## src/rtl/pc_pkg.sv

```systemverilog
// Shared types and helpers for the program-counter unit.
package pc_pkg;

    // PC value loaded on reset unless the instance overrides it.
    localparam logic [31:0] PC_RESET_VECTOR = 32'h0000_0000;

    // Next-PC source chosen for the coming edge.
    typedef enum logic [1:0] {
        PC_SEL_SEQ,
        PC_SEL_BRANCH,
        PC_SEL_JUMP,
        PC_SEL_TRAP
    } pc_sel_e;

    // Clears the low align_bits bits of an address (addresses up to 64 bits).
    function automatic logic [63:0] pc_align(input logic [63:0] addr,
                                             input int unsigned align_bits);
        logic [63:0] mask;
        mask = '1;
        mask = mask << align_bits;
        return addr & mask;
    endfunction

endpackage

```

## src/rtl/pc_unit_ras.sv

```systemverilog
// Return-address stack: circular buffer of RAS_DEPTH entries with push, pop and
// replace-top. When full, a push overwrites the oldest entry.
module ras_stack #(
    parameter int unsigned SIZE      = 32,
    parameter int unsigned RAS_DEPTH = 4
) (
    input  logic            clk,
    input  logic            reset,
    input  logic            push,
    input  logic            pop,
    input  logic            replace,
    input  logic [SIZE-1:0] data,
    output logic [SIZE-1:0] top,
    output logic            empty
);

    localparam int unsigned PTR_W = (RAS_DEPTH > 1) ? $clog2(RAS_DEPTH) : 1;
    localparam int unsigned CNT_W = $clog2(RAS_DEPTH) + 1;

    logic [SIZE-1:0]  entries [RAS_DEPTH];
    logic [PTR_W-1:0] ptr;
    logic [PTR_W-1:0] top_idx;
    logic [CNT_W-1:0] count;

    // ptr names the next free slot; the top entry sits just below it (mod depth).
    assign top_idx = ptr - PTR_W'(1);
    assign empty   = (count == '0);
    assign top     = empty ? '0 : entries[top_idx];

    // Stack state update; replace on an empty stack degenerates to a push.
    always_ff @(posedge clk) begin
        if (reset) begin
            entries <= '{default: '0};
            ptr     <= '0;
            count   <= '0;
        end else if (push || (replace && empty)) begin
            entries[ptr] <= data;
            ptr          <= ptr + PTR_W'(1);
            if (count != CNT_W'(RAS_DEPTH)) begin
                count <= count + CNT_W'(1);
            end
        end else if (replace) begin
            entries[top_idx] <= data;
        end else if (pop && !empty) begin
            ptr   <= top_idx;
            count <= count - CNT_W'(1);
        end
    end

endmodule

```

## src/rtl/pc_unit.sv

```systemverilog
// Program-counter unit at the head of IF: fetch PC register, next-PC priority
// select (trap > stall > jump > branch > sequential), redirect alignment with a
// one-cycle misalignment flag, and a return-address stack for call/return.
module pc_unit
    import pc_pkg::*;
#(
    parameter int unsigned     SIZE         = 32,
    parameter logic [SIZE-1:0] RESET_VECTOR = SIZE'(PC_RESET_VECTOR),
    parameter int unsigned     INSTR_BYTES  = 4,
    parameter int unsigned     RAS_DEPTH    = 4
) (
    input  logic            CLK,
    input  logic            RESET,
    input  logic            STALL,
    input  logic            BRANCH_TAKEN,
    input  logic [SIZE-1:0] BRANCH_TARGET,
    input  logic            JUMP,
    input  logic [SIZE-1:0] JUMP_TARGET,
    input  logic            IS_CALL,
    input  logic            IS_RET,
    input  logic            TRAP,
    input  logic [SIZE-1:0] TRAP_VECTOR,
    output logic [SIZE-1:0] PC,
    output logic [SIZE-1:0] PC_PLUS,
    output logic [SIZE-1:0] RAS_TOP,
    output logic            RAS_EMPTY,
    output logic            MISALIGNED
);

    localparam int unsigned     ALIGN_BITS = $clog2(INSTR_BYTES);
    localparam logic [SIZE-1:0] LOW_MASK   = SIZE'(INSTR_BYTES - 1);

    pc_sel_e         sel;
    logic [SIZE-1:0] pc_q;
    logic [SIZE-1:0] pc_plus;
    logic [SIZE-1:0] redirect_target;
    logic [SIZE-1:0] next_pc;
    logic            next_misaligned;
    logic            misaligned_q;
    logic            ras_update;
    logic            ras_push;
    logic            ras_pop;
    logic            ras_replace;

    assign pc_plus    = pc_q + SIZE'(INSTR_BYTES);
    assign PC         = pc_q;
    assign PC_PLUS    = pc_plus;
    assign MISALIGNED = misaligned_q;

    // Redirect source by priority; STALL is applied in the register block so TRAP can beat it.
    always_comb begin
        sel             = PC_SEL_SEQ;
        redirect_target = '0;
        if (TRAP) begin
            sel             = PC_SEL_TRAP;
            redirect_target = TRAP_VECTOR;
        end else if (JUMP) begin
            sel             = PC_SEL_JUMP;
            redirect_target = JUMP_TARGET;
        end else if (BRANCH_TAKEN) begin
            sel             = PC_SEL_BRANCH;
            redirect_target = BRANCH_TARGET;
        end
    end

    // Next PC: sequential increment, or the redirect target with its low bits cleared.
    always_comb begin
        next_pc         = pc_plus;
        next_misaligned = 1'b0;
        if (sel != PC_SEL_SEQ) begin
            next_pc         = SIZE'(pc_align(64'(redirect_target), ALIGN_BITS));
            next_misaligned = ((redirect_target & LOW_MASK) != '0);
        end
    end

    // PC register and misalignment pulse; a non-trap stall holds PC and clears the flag.
    always_ff @(posedge CLK) begin
        if (RESET) begin
            pc_q         <= RESET_VECTOR;
            misaligned_q <= 1'b0;
        end else if (STALL && !TRAP) begin
            misaligned_q <= 1'b0;
        end else begin
            pc_q         <= next_pc;
            misaligned_q <= next_misaligned;
        end
    end

    // RAS only moves on a live (non-stalled, non-trap) jump qualified as call and/or return.
    always_comb begin
        ras_update  = JUMP && !STALL && !TRAP;
        ras_push    = ras_update && IS_CALL && !IS_RET;
        ras_pop     = ras_update && IS_RET && !IS_CALL;
        ras_replace = ras_update && IS_CALL && IS_RET;
    end

    ras_stack #(
        .SIZE      (SIZE),
        .RAS_DEPTH (RAS_DEPTH)
    ) u_ras (
        .clk     (CLK),
        .reset   (RESET),
        .push    (ras_push),
        .pop     (ras_pop),
        .replace (ras_replace),
        .data    (pc_plus),
        .top     (RAS_TOP),
        .empty   (RAS_EMPTY)
    );

endmodule

```

## config.mk

```make
export PLATFORM = sky130hd
export DESIGN_NAME = pc_unit
export DESIGN_NICKNAME = d
export VERILOG_FILES = /design/src/rtl/pc_pkg.sv /design/src/rtl/pc_unit_ras.sv /design/src/rtl/pc_unit.sv
export SDC_FILE = /design/constraint.sdc
export NUM_CORES = 1
export LEC_CHECK = 0
export ABC_AREA = 0
export BUFFER_PORTS_ARGS = -buffer_cell sky130_fd_sc_hd__buf_2
export CAP_MARGIN = 20
export CORE_MARGIN = 4
export CORE_UTILIZATION = 57
export CTS_BUF_LIST = sky130_fd_sc_hd__clkbuf_2 sky130_fd_sc_hd__clkbuf_4 sky130_fd_sc_hd__clkbuf_8
export CTS_CLUSTER_SIZE = 20
export DETAILED_ROUTE_END_ITERATION = 7
export GPL_TIMING_DRIVEN = 0
export PLACE_DENSITY = 0.92
export REMOVE_ABC_BUFFERS = 1
export SLEW_MARGIN = 20
export SYNTH_ARGS = -nofsm -noshare
export SYNTH_HDL_FRONTEND = slang
export SYNTH_HIERARCHICAL = 1
export SYNTH_SLANG_ARGS = --single-unit
```

## constraint.sdc

```tcl
create_clock -name CLK -period 3.4 [get_ports CLK]
set_input_delay 0.17 -clock CLK [delete_from_list [all_inputs] [get_ports CLK]]
set_output_delay 0.17 -clock CLK [all_outputs]
set_load 0.1 [all_outputs]
```

==> summary.log, run 1 <==
qor: worst_setup_path.cp_top_family simple AND/OR/NAND/NOR gates
qor: clock_network.clk_root_buffer_cell sky130_fd_sc_hd__clkbuf_8
qor: yosys.post_synth_instance_area 9472 sq um
qor: outcome.run_status finished clean
qor: grt.grt_antenna_before_repair 0
qor: flow_run.number_of_max_cap_violations 0
qor: yosys.ys_seq_elements 164
qor: sta.final.setup_skew 0.01360 ns
qor: yosys.synth_cell_types 64
qor: sta.final_max_slew_viol_count 0
qor: pwr.share_comb_of_total_power 23.7%
qor: placement.cell_area_after_placement 10620 sq um
qor: clock_network.clock_sink_count 164
qor: grt.grt_first_pass_wirelength 42720 um
qor: clock_network.cts-root-to-sink-buffers 2
qor: worst_setup_path.cpMaxStageDelayCell sky130_fd_sc_hd__dfxtp_1
qor: placement.post-dp-hpwl 19650 um
qor: placement.placedCellCount 1328
qor: sta.unrepaired_setup_endpoints_after_global_routing false
qor: sta.fmax 314.3 MHz
qor: yosys.sequential_cell_area_fraction_in_the_yosys_report 34.66%
qor: worst_hold_path.worstHoldStart TRAP_VECTOR[1]
qor: floorplanning.top_level_ports 202
qor: pwr.irDropWorstVdd 0.2398 mV
qor: pwr.cell_internal_pwr 0.003013 W
qor: placement.gp_congestion 0.8300
qor: routing.dr.first_iter.drc_count 638
qor: worst_setup_path.timing.critical_path.to_type output pin
qor: yosys.synthesis.area_per_instance 9.645 sq um
qor: sta.min_period_over_period 93.57%
qor: routing.antenna_violating_nets_post_route 0
qor: worst_setup_path.cp_num_buf_inv 1
qor: routing.remaining_drc_errors 0
qor: worst_setup_path.critPathArrivalTime 3.01 ns
qor: pwr.power.sequential.fraction 43.8%
qor: yosys.synth_enable_flop_cells 0
qor: final_layout.final_common_cell sky130_fd_sc_hd__buf_2
qor: floorplanning.die_footprint 18740 sq um
qor: yosys.postSynthCellCount 982
qor: routing.via_count 8106
qor: yosys.ys.flop_type sky130_fd_sc_hd__dfxtp_1
qor: placement.buffer_ports.inserted 197
qor: final_layout.final_nets 1252
qor: worst_setup_path.setup.worst_path.start_class flip-flop
qor: final_layout.finish.instance_area 11150 sq um
qor: worst_setup_path.path_max_fanout 9
qor: pwr.power_frac_clock 32.5%
qor: sta.worst_slew_margin_rel 32.32%
qor: clock_network.path_clk_slew 0.09 ns
qor: pwr.power.density_cell_area 417.7 nW/um^2
qor: floorplanning.chipHeight 136.9 um
qor: routing.detail_route.wl_per_cell 20.18 um
qor: worst_setup_path.worst-setup-path-type flip-flop to output pin
qor: final_layout.syn_to_final_growth 17.70%
qor: final_layout.final.fill_count 1210
qor: grt.global_route.overflow_total 0
qor: final_layout.fin_cells 1370
qor: clock_network.tritoncts built
qor: yosys.ys.warnings.count 6
qor: grt.global_route_total_usage_across_every_layer 29.69%
qor: sta.count_of_endpoints_failing_setup_in_the_final_report 0
qor: sta.min_period 3.181 ns
qor: pwr.total_power 0.004656 W
qor: grt.number_of_global_route_vias_before_repair 8052
qor: final_layout.post_route_cells_drive_above_1_share 26.95%
qor: yosys.yosysTopAreaCell sky130_fd_sc_hd__dfxtp_1
qor: floorplanning.initial_core_util 58.98%
qor: pwr.p_switching 0.001643 W
qor: worst_setup_path.critical_path_source PC[2]
qor: pwr.leakage 5.314 nW
qor: clock_network.cts_setup_buffers 0
qor: sta.worst_margin_pin_slew 1.009 ns
qor: worst_hold_path.hp-class input port to flip-flop
qor: clock_network.ctsHtreeMaxLevel 4
qor: floorplanning.num_rows 46
qor: grt.grt_start_max_net_pins 106
qor: routing.wl 27640 um
qor: yosys.async_reset_ff_share 0%
qor: final_layout.antennaDiodeCount 0
qor: clock_network.tritoncts.num_buffers 17
qor: final_layout.post-route-util 69.43%
qor: sta.final-hold-violation-count 0
qor: worst_setup_path.rr_startpoint u_ras/count[1]
qor: yosys.synthDominantCellAreaShare 34.66%
qor: floorplanning.coreArea 16060 sq um
qor: routing.first_pass_iters 5
qor: worst_setup_path.required 3.23 ns
qor: clock_network.clock_network_latency_to_the_later_pin_of_the_worst_skew_pair 0.47 ns
qor: yosys.synth_top_cells_by_area sky130_fd_sc_hd__dfxtp_1 35%, sky130_fd_sc_hd__mux2i_1 15%, sky130_fd_sc_hd__nand2b_1 11%
qor: floorplanning.die-width 136.9 um
qor: worst_setup_path.critical_path.cell_chain ha_1, nand3_1, or3_4, nor2_1, xor2_1, buf_2
qor: final_layout.most-common-layout-cells 195 x sky130_fd_sc_hd__buf_2, 163 x sky130_fd_sc_hd__dfxtp_1, 163 x sky130_fd_sc_hd__nand2b_1
qor: worst_setup_path.crit_path_max_incr_delay 0.51 ns
qor: pwr.switching_share 35.28%
qor: routing.avgViaCountPerCell 5.917
[synth_stat cells (5+ instances only)]
library cell                instances
sky130_fd_sc_hd__clkbuf_1          49
sky130_fd_sc_hd__and2_1            33
sky130_fd_sc_hd__buf_4              5
sky130_fd_sc_hd__a2111oi_0          9
sky130_fd_sc_hd__o22ai_1           25
sky130_fd_sc_hd__nand3_1           13
sky130_fd_sc_hd__ha_1               7
sky130_fd_sc_hd__mux4_2            32
sky130_fd_sc_hd__nor2b_1            8
sky130_fd_sc_hd__xnor2_1           20
sky130_fd_sc_hd__nand4_1           11
sky130_fd_sc_hd__mux2i_1          140
sky130_fd_sc_hd__buf_2             14
sky130_fd_sc_hd__inv_1             10
sky130_fd_sc_hd__and3_1             5
sky130_fd_sc_hd__nor2_1            50
sky130_fd_sc_hd__and4_1             5
sky130_fd_sc_hd__nand2_1           43
sky130_fd_sc_hd__nand2b_1         164
sky130_fd_sc_hd__o21ai_0           21
sky130_fd_sc_hd__dfxtp_1          164
sky130_fd_sc_hd__a211oi_1          17
sky130_fd_sc_hd__a21oi_1           24
sky130_fd_sc_hd__xor2_1             8
sky130_fd_sc_hd__nor3_1            15
sky130_fd_sc_hd__buf_6             15
[worst reg2reg max path: cells and delay by family, from the launching register on]
kind / cells / cell delay (ns)
simple gates: 1 / 0.65
flops: 1 / 0.48
mux: 1 / 0.21
buf+inv: 3 / 0.49
compound gates: 2 / 1.05
[layer usage]
layer / track usage, % / wire length [um]
met3: 6.838 / 2213
met2: 49.45 / 13360
met1: 36.37 / 10930
met5: 0 / 0
met4: 14.19 / 1144
[power by group through the flow]
stage	sequential, W	combinational, W	clock [W]
global placement	0.00209	0.00104	0
finish	0.00204	0.00110	0.00151
CTS	0.00204	0.00109	0.00153
floorplan	0.00229	0.000565	0
detailed placement	0.00208	0.00108	0
global route	0.00205	0.00115	0.00162
[cell type report]
cell class                 instances  area [sq um]  share of cell area, %
clock buffer                      21         270.3                  2.424
clock inverter                    11         150.1                  1.347
inverter                          13         53.80                 0.4826
multi-input combinational        723          5693                  51.07
sequential                       164          3287                  29.48
tap                              216         270.3                  2.424
timing repair buffer             222          1424                  12.77
[registers in the layout, indices dropped and copies added, names as in the netlist]
signal,cells
PC,30
u_ras/ptr,2
MISALIGNED,1
u_ras/entries,128
u_ras/count,3
[kinds of logic (layout without fill, tap and decap cells)]
family | Yosys count | count (layout) | share of synthesized area (%)
compound gates | 136 | 136 | 10.65
flops | 164 | 164 | 34.66
other cells | 1 | 6 | 0.03959
simple gates | 372 | 372 | 22.87
mux | 174 | 174 | 22.64
fa+ha+maj | 7 | 7 | 0.9247
xor+xnor | 28 | 28 | 2.589
buf+inv | 100 | 267 | 5.628
[worst paths after layout]
path | end | slack [ns] | cells after the start
min reg2reg | u_ras/entries[83] | 0.48 | 2
max | PC_PLUS[22] | 0.22 | 6
min | MISALIGNED | 0.02 | 3
max reg2reg | u_ras/entries[19] | 0.44 | 7
[what timing repair did]
item / 4_1_cts / 5_1_grt
resized for setup: 0 / 2
hold buffers: 8 / 2
hold endpoints to repair: 8 / 2
setup endpoints to repair: 0 / 2
[per-stage QoR]
stage	TNS, ns	worst slack [ns]	hold slack [ns]
floorplan	-88.59	-1.150	0.2391
global placement	-227.89	-1.945	0.4282
detailed placement	-1.959	-0.1499	0.4421
CTS	0	0.01992	0.003472
global route	0	0.005805	0.009535
finish	0	0.2187	0.02044
Power figures use the tool's default switching activity.
==> run 2, diff against run 1 <==
--- a/config.mk
+++ b/config.mk
@@ -7,9 +7,11 @@
 export LEC_CHECK = 0
 export ABC_AREA = 0
 export BUFFER_PORTS_ARGS = -buffer_cell sky130_fd_sc_hd__buf_2
-export CAP_MARGIN = 20
+export CAP_MARGIN = 0
+export CELL_PAD_IN_SITES_DETAIL_PLACEMENT = 2
+export CELL_PAD_IN_SITES_GLOBAL_PLACEMENT = 2
 export CORE_MARGIN = 4
-export CORE_UTILIZATION = 57
+export CORE_UTILIZATION = 35
 export CTS_BUF_LIST = sky130_fd_sc_hd__clkbuf_2 sky130_fd_sc_hd__clkbuf_4 sky130_fd_sc_hd__clkbuf_8
 export CTS_CLUSTER_SIZE = 20
 export DETAILED_ROUTE_END_ITERATION = 7
==> summary.log, run 2 (synthesis gave the netlist of run 1 again) <==
qor: outcome.run_status finished clean
qor: clock_network.clock_network_latency_to_the_later_pin_of_the_worst_skew_pair 0.47 ns [about the same]
qor: final_layout.most-common-layout-cells 195 x sky130_fd_sc_hd__buf_2, 163 x sky130_fd_sc_hd__dfxtp_1, 163 x sky130_fd_sc_hd__nand2b_1
qor: sta.setup_ws 0.2265 ns [+0.007792 ns]
qor: pwr.leakage 5.335 nW [+0.40%]
qor: worst_hold_path.hp-class input port to flip-flop
qor: sta.min_period_over_period 93.34% [-0.23 points]
qor: clock_network.path_clk_slew 0.10 ns [about the same]
qor: grt.grt_start_max_net_pins 109 [+2.8%]
qor: floorplanning.initial_core_util 35.94% [-23 points]
qor: sta.finalSetupTns 0 ns [unchanged]
qor: placement.gp_congestion 0.7733 [-6.8%]
qor: floorplanning.chipHeight 172.5 um [+26%]
qor: routing.avgViaCountPerCell 5.553 [-6.1%]
qor: sta.final_max_slew_viol_count 0 [unchanged]
qor: final_layout.syn_to_final_growth 19.80%
qor: placement.buffer_ports.inserted 197 [unchanged]
qor: final_layout.post_route_cells_drive_above_1_share 27.51% [+0.56 points]
qor: final_layout.final_nets 1254 [+0.16%]
qor: grt.grt_first_pass_wirelength 56580 um [+32%]
qor: final_layout.final.fill_count 2834 [+130%]
qor: worst_setup_path.worst-setup-path-type flip-flop to output pin
qor: worst_setup_path.required 3.23 ns [about the same]
qor: routing.dr.first_iter.drc_count 432 [-32%]
qor: placement.cell_area_after_placement 10830 sq um [+2.0%]
qor: floorplanning.coreArea 26350 sq um [+64%]
qor: clock_network.cts-root-to-sink-buffers 2 [unchanged]
qor: flow_run.number_of_max_cap_violations 0 [unchanged]
qor: worst_hold_path.holdPathEnd PC[28]
qor: clock_network.tritoncts built
qor: placement.post-dp-hpwl 26200 um [+33%]
qor: worst_hold_path.worstHoldStart TRAP_VECTOR[28]
qor: final_layout.final_common_cell sky130_fd_sc_hd__buf_2
qor: placement.pre_cts_slack -0.8189 ns [-0.6690 ns]
qor: grt.global_route.overflow_total 0 [unchanged]
qor: worst_setup_path.rr_startpoint u_ras/count[2]
qor: clock_network.ctsHtreeMaxLevel 4 [unchanged]
qor: clock_network.clock_sink_count 164 [unchanged]
qor: routing.wl 36780 um [+33%]
qor: floorplanning.die-width 172.5 um [+26%]
qor: floorplanning.die_footprint 29760 sq um [+59%]
qor: sta.worst_margin_pin_slew 0.9538 ns [-0.05521 ns]
qor: sta.final.setup_skew 0.01855 ns [+0.004945 ns]
qor: sta.min_period 3.173 ns [-0.007792 ns]
qor: final_layout.antennaDiodeCount 0 [unchanged]
qor: sta.fmax 315.1 MHz [+0.25%]
qor: routing.antenna_violating_nets_post_route 0 [unchanged]
qor: worst_setup_path.rrSetupSlack 0.56 ns [+0.12 ns]
qor: worst_setup_path.setup.worst_path.start_class flip-flop
qor: final_layout.finish.instance_area 11350 sq um [+1.8%]
qor: worst_hold_path.whs_path_depth 3 [unchanged]
qor: sta.fin_hold_ws 0.02544 ns [+0.005007 ns]
qor: worst_setup_path.path_max_fanout 9 [unchanged]
qor: worst_setup_path.critPathArrivalTime 3.00 ns [about the same]
qor: routing.first_pass_iters 4 [-1]
qor: sta.count_of_endpoints_failing_setup_in_the_final_report 0 [unchanged]
qor: clock_network.tritoncts.num_buffers 17 [unchanged]
qor: routing.detail_route.wl_per_cell 24.67 um [+22%]
qor: grt.global_route_total_usage_across_every_layer 24.11% [-5.6 points]
qor: pwr.irDropWorstVdd 0.1936 mV [-19%]
qor: worst_setup_path.reg_to_reg_critical_path_endpoint u_ras/count[2]
qor: floorplanning.top_level_ports 202 [unchanged]
qor: floorplanning.num_rows 59 [+28%]
qor: final_layout.largest_register u_ras/entries
qor: final_layout.largest_register_ff_count 128 [unchanged]
qor: grt.number_of_global_route_vias_before_repair 9434 [+17%]
qor: routing.remaining_drc_errors 0 [unchanged]
qor: sta.final-hold-violation-count 0 [unchanged]
qor: clock_network.cts_setup_buffers 0 [unchanged]
qor: routing.via_count 8280 [+2.1%]
qor: worst_setup_path.worst_reg_to_reg_path_cell_count 10 [+3]
qor: pwr.power.density_cell_area 408.1 nW/um^2 [-2.3%]
qor: final_layout.post-route-util 43.06% [-26 points]
qor: clock_network.clk_root_buffer_cell sky130_fd_sc_hd__clkbuf_8
qor: sta.worst_slew_margin_rel 36.42% [+4.1 points]
qor: worst_setup_path.timing.critical_path.to_type output pin
qor: grt.grt_antenna_before_repair 0 [unchanged]
run 2: cell count changes in the layout (fill, tap and decap cells not counted), sizes merged:
cell	previous run	this run
clkinvlp	2	5
bufinv	3	1
inv	13	16
clkinv	6	4
clkbuf	22	19
buf	211	214
run 2: final cells by class:
type | instances | area [sq um] | area share, %
clock inverter | 13 | 125.1 | 1.103
clock buffer | 19 | 255.2 | 2.249
inverter | 13 | 55.05 | 0.4852
timing repair buffer | 224 | 1486 | 13.10
multi-input combinational | 723 | 5719 | 50.40
tap | 335 | 419.2 | 3.694
sequential | 164 | 3287 | 28.97
run 2: worst max-delay path by stage:
| stage | depth (start not counted) | slack [ns] | startpoint | endpoint |
|---|---|---|---|---|
| final | 7 | 0.23 | PC[2] | PC_PLUS[26] |
| after global routing | 11 | -0.001 | TRAP | u_ras/count[2] |
| after CTS | 6 | 0.04 | u_ras/ptr[0] | RAS_TOP[26] |
| after detailed placement | 6 | -0.82 | TRAP | PC[8] |
| after global placement | 5 | -2.25 | u_ras/ptr[0] | RAS_TOP[21] |
| after floorplan | 8 | -1.15 | PC[2] | u_ras/entries[122] |
run 2: worst max-delay path, cell delays in order, from the launching register on:
cell and delay (ns):
sky130_fd_sc_hd__dfxtp_1 0.47, sky130_fd_sc_hd__ha_1 0.33, sky130_fd_sc_hd__nand3_2 0.23, sky130_fd_sc_hd__or3_4 0.49, sky130_fd_sc_hd__nor2_1 0.28, sky130_fd_sc_hd__nand2_1 0.11
sky130_fd_sc_hd__xnor2_1 0.33, sky130_fd_sc_hd__buf_6 0.29
run 2: metrics by stage:
stage / instances / power [W]
after floorplan: 900 / 0.002853
after global routing: 1491 / 0.004808
final: 1491 / 0.004631
after CTS: 1491 / 0.004662
after detailed placement: 1449 / 0.003225
after global placement: 1432 / 0.003161
run 2: routing by layer:
layer	vias up	global-route usage, %	part of all wire [%]
met5	-	0	0
met4	0	7.917	2.8
met3	59	4.587	4.5
met2	222	43.73	51
met1	4203	28.68	41
li1	3796	-	-
run 2: power by group:
part	total, W	internal, W	switching (W)
clock	0.00143	0.000616	0.000815
sequential	0.00205	0.00196	0.0000856
combinational	0.00115	0.000294	0.000858
run 2: timing repair:
item | in CTS | in global routing
hold buffers | 10 | 0
resized for setup | 5 | 4
hold endpoints to repair | 10 | 0
setup endpoints to repair | 24 | 7
==> run 3, diff against run 2 <==
--- a/config.mk
+++ b/config.mk
@@ -6,15 +6,16 @@
 export NUM_CORES = 1
 export LEC_CHECK = 0
 export ABC_AREA = 0
-export BUFFER_PORTS_ARGS = -buffer_cell sky130_fd_sc_hd__buf_2
 export CAP_MARGIN = 0
 export CELL_PAD_IN_SITES_DETAIL_PLACEMENT = 2
 export CELL_PAD_IN_SITES_GLOBAL_PLACEMENT = 2
+export CORE_ASPECT_RATIO = 0.8
 export CORE_MARGIN = 4
-export CORE_UTILIZATION = 35
+export CORE_UTILIZATION = 41
 export CTS_BUF_LIST = sky130_fd_sc_hd__clkbuf_2 sky130_fd_sc_hd__clkbuf_4 sky130_fd_sc_hd__clkbuf_8
 export CTS_CLUSTER_SIZE = 20
 export DETAILED_ROUTE_END_ITERATION = 7
+export DONT_BUFFER_PORTS = 1
 export GPL_TIMING_DRIVEN = 0
 export PLACE_DENSITY = 0.92
 export REMOVE_ABC_BUFFERS = 1
==> summary.log, run 3 (synthesis gave the netlist of run 1 again) <==
qor: pwr.switching_share 36.07% [-1.9 points]
qor: sta.final-hold-violation-count 0 [unchanged]
qor: sta.min_period_over_period 96.36% [+3.0 points]
qor: grt.grt_start_max_net_pins 171 [+57%]
qor: sta.worst_margin_pin_slew 1.143 ns [+0.1897 ns]
qor: worst_setup_path.setup.worst_path.start_class flip-flop
qor: final_layout.final.fill_count 2269 [-20%]
qor: pwr.power.sequential.fraction 47.8% [+3.6 points]
qor: routing.remaining_drc_errors 0 [unchanged]
qor: clock_network.ctsHtreeMaxLevel 4 [unchanged]
qor: final_layout.post_route_cells_drive_above_1_share 21.49% [-6.0 points]
qor: sta.count_of_endpoints_failing_setup_in_the_final_report 0 [unchanged]
qor: routing.avgViaCountPerCell 6.070 [+9.3%]
qor: final_layout.final_nets 1094 [-13%]
qor: pwr.power.density_cell_area 423.6 nW/um^2 [+3.8%]
qor: worst_setup_path.critical_path.cell_chain and4_1, nand4_4, nor4_4, xor2_4
qor: final_layout.most-common-layout-cells 163 x sky130_fd_sc_hd__nand2b_1, 140 x sky130_fd_sc_hd__mux2i_1, 134 x sky130_fd_sc_hd__dfxtp_1
qor: pwr.share_comb_of_total_power 19.3% [-5.6 points]
qor: floorplanning.top_level_ports 202 [unchanged]
qor: grt.number_of_global_route_vias_before_repair 9107 [-3.5%]
qor: final_layout.final_common_cell sky130_fd_sc_hd__nand2b_1
qor: floorplanning.die_footprint 25610 sq um [-14%]
qor: grt.grt_antenna_before_repair 3 [+3]
qor: sta.fmax 305.2 MHz [-3.1%]
qor: pwr.power_frac_clock 32.9% [+2.0 points]
qor: sta.fin_hold_ws 0.03812 ns [+0.01268 ns]
qor: final_layout.largest_register u_ras/entries
qor: placement.buffer_ports.inserted 0 [-100%]
qor: grt.grt_first_pass_wirelength 56730 um [+0.27%]
qor: worst_setup_path.cpMaxStageDelayCell sky130_fd_sc_hd__dfxtp_2
qor: worst_setup_path.required 3.23 ns [about the same]
qor: pwr.irDropWorstVdd 0.2258 mV [+17%]
qor: clock_network.clock_network_latency_to_the_later_pin_of_the_worst_skew_pair 0.48 ns [about the same]
qor: worst_setup_path.worst-setup-path-type flip-flop to output pin
qor: placement.post-dp-hpwl 25350 um [-3.2%]
qor: floorplanning.coreArea 22620 sq um [-14%]
qor: worst_setup_path.crit_path_max_incr_delay 0.75 ns [+0.26 ns]
qor: final_layout.largest_register_ff_count 128 [unchanged]
qor: pwr.cell_internal_pwr 0.003070 W [+6.9%]
qor: floorplanning.chipHeight 143.9 um [-17%]
qor: final_layout.syn_to_final_growth 19.71% [about the same]
qor: clock_network.tritoncts.num_buffers 17 [unchanged]
qor: sta.min_period 3.276 ns [+0.1028 ns]
qor: routing.via_count 7909 [-4.5%]
qor: sta.final.setup_skew 0.01866 ns [+0.0001163 ns]
qor: routing.wl 38380 um [+4.4%]
qor: floorplanning.initial_core_util 41.87% [+5.9 points]
qor: sta.unrepaired_setup_endpoints_after_global_routing false
qor: clock_network.clock_sink_count 164 [unchanged]
qor: routing.detail_route.wl_per_cell 29.46 um [+19%]
qor: pwr.p_switching 0.001732 W [-1.5%]
qor: pwr.total_power 0.004803 W [+3.7%]
qor: clock_network.tritoncts built
qor: pwr.leakage 4.916 nW [-7.9%]
qor: floorplanning.die-width 177.9 um [+3.1%]
qor: clock_network.path_clk_slew 0.09 ns [about the same]
qor: routing.antenna_violating_nets_post_route 0 [unchanged]
qor: flow_run.number_of_max_cap_violations 0 [unchanged]
qor: worst_hold_path.hp-class input port to flip-flop
qor: placement.gp_congestion 0.7599 [-1.7%]
qor: grt.global_route_total_usage_across_every_layer 29.66% [+5.6 points]
qor: clock_network.clk_root_buffer_cell sky130_fd_sc_hd__clkbuf_8
qor: routing.dr.first_iter.drc_count 418 [-3.2%]
qor: worst_setup_path.path_max_fanout 6 [-3]
qor: sta.worst_slew_margin_rel 23.30% [-13 points]
qor: worst_setup_path.critPathArrivalTime 3.11 ns [+0.11 ns]
qor: floorplanning.num_rows 49 [-17%]
qor: sta.final_max_slew_viol_count 0 [unchanged]
qor: clock_network.cts-root-to-sink-buffers 2 [unchanged]
qor: worst_setup_path.timing.critical_path.to_type output pin
qor: routing.first_pass_iters 4 [unchanged]
qor: grt.global_route.overflow_total 0 [unchanged]
qor: outcome.run_status finished clean
==> run 3: cell count changes in the layout (fill, tap and decap cells not counted), moves of 18 or more <==
cell,delta
sky130_fd_sc_hd__dfxtp_1,-29
sky130_fd_sc_hd__xnor2_2,+18
sky130_fd_sc_hd__and2_1,-21
sky130_fd_sc_hd__and2_2,+21
sky130_fd_sc_hd__dlygate4sd3_1,+19
sky130_fd_sc_hd__dfxtp_4,+18
sky130_fd_sc_hd__xnor2_1,-18
sky130_fd_sc_hd__buf_2,-194
==> run 3: final timing paths <==
kind / startpoint / to / slack, ns / depth (start not counted)
worst max-delay path: PC[20] / PC_PLUS[27] / 0.12 / 4
worst min-delay path: STALL / PC[30] / 0.04 / 2
worst max register to register: PC[20] / u_ras/entries[123] / 0.17 / 6
worst min register to register: u_ras/entries[67] / u_ras/entries[67] / 0.49 / 2
==> run 3: worst max-delay path: cells and delay by family (launching register included) <==
family | cells | cell delay (ns)
simple gates | 3 | 1.24
flops | 1 | 0.75
xor+xnor | 1 | 0.65
==> run 3: stage by stage <==
stage / setup TNS [ns] / worst slack, ns / util (%) / cells / instance area, sq um
CTS: 0 / 0.008366 / 49.80 / 1299 / 11270
global placement: -298.00 / -2.398 / 41.52 / 1206 / 9394
global route: 0 / 0.007282 / 50.11 / 1302 / 11340
finish: 0 / 0.1237 / 50.12 / 1303 / 11340
floorplan: -88.59 / -1.150 / - / 900 / 9011
detailed placement: -15.20 / -0.9339 / 46.34 / 1239 / 10480
==> run 3: area by class of cell <==
| class | instances | area (sq um) | area share, % |
|---|---|---|---|
| clock buffers | 21 | 276.5 | 2.439 |
| flip-flops and latches | 164 | 3368 | 29.71 |
| well taps | 306 | 382.9 | 3.377 |
| clock inverters | 11 | 150.1 | 1.324 |
| multi-input cells | 723 | 6020 | 53.09 |
| inverters | 13 | 53.80 | 0.4745 |
| repair buffers | 64 | 1085 | 9.567 |
| diodes | 1 | 2.502 | 0.02207 |
==> run 3: power by group through the flow <==
stage,Combinational [W],Sequential (W),Clock (W)
4_1_cts,0.000911,0.00230,0.00161
3_3_place_gp,0.000666,0.00232,0
3_5_place_dp,0.000838,0.00234,0
2_1_floorplan,0.000565,0.00229,0
5_1_grt,0.000969,0.00231,0.00170
6_report,0.000929,0.00230,0.00158
==> run 3: metal layers <==
layer  GRT usage [%]  wire [um]
met2           53.09      19780
met3           6.444       2065
met5               0         20
met4           12.41       1147
met1           34.43      15370
==> run 3: timing repair <==
action	in CTS	in global routing
resized for setup	35	17
hold endpoints to repair	162	3
setup endpoints to repair	91	16
setup buffers	0	0
hold buffers	28	3
cloned	0	0
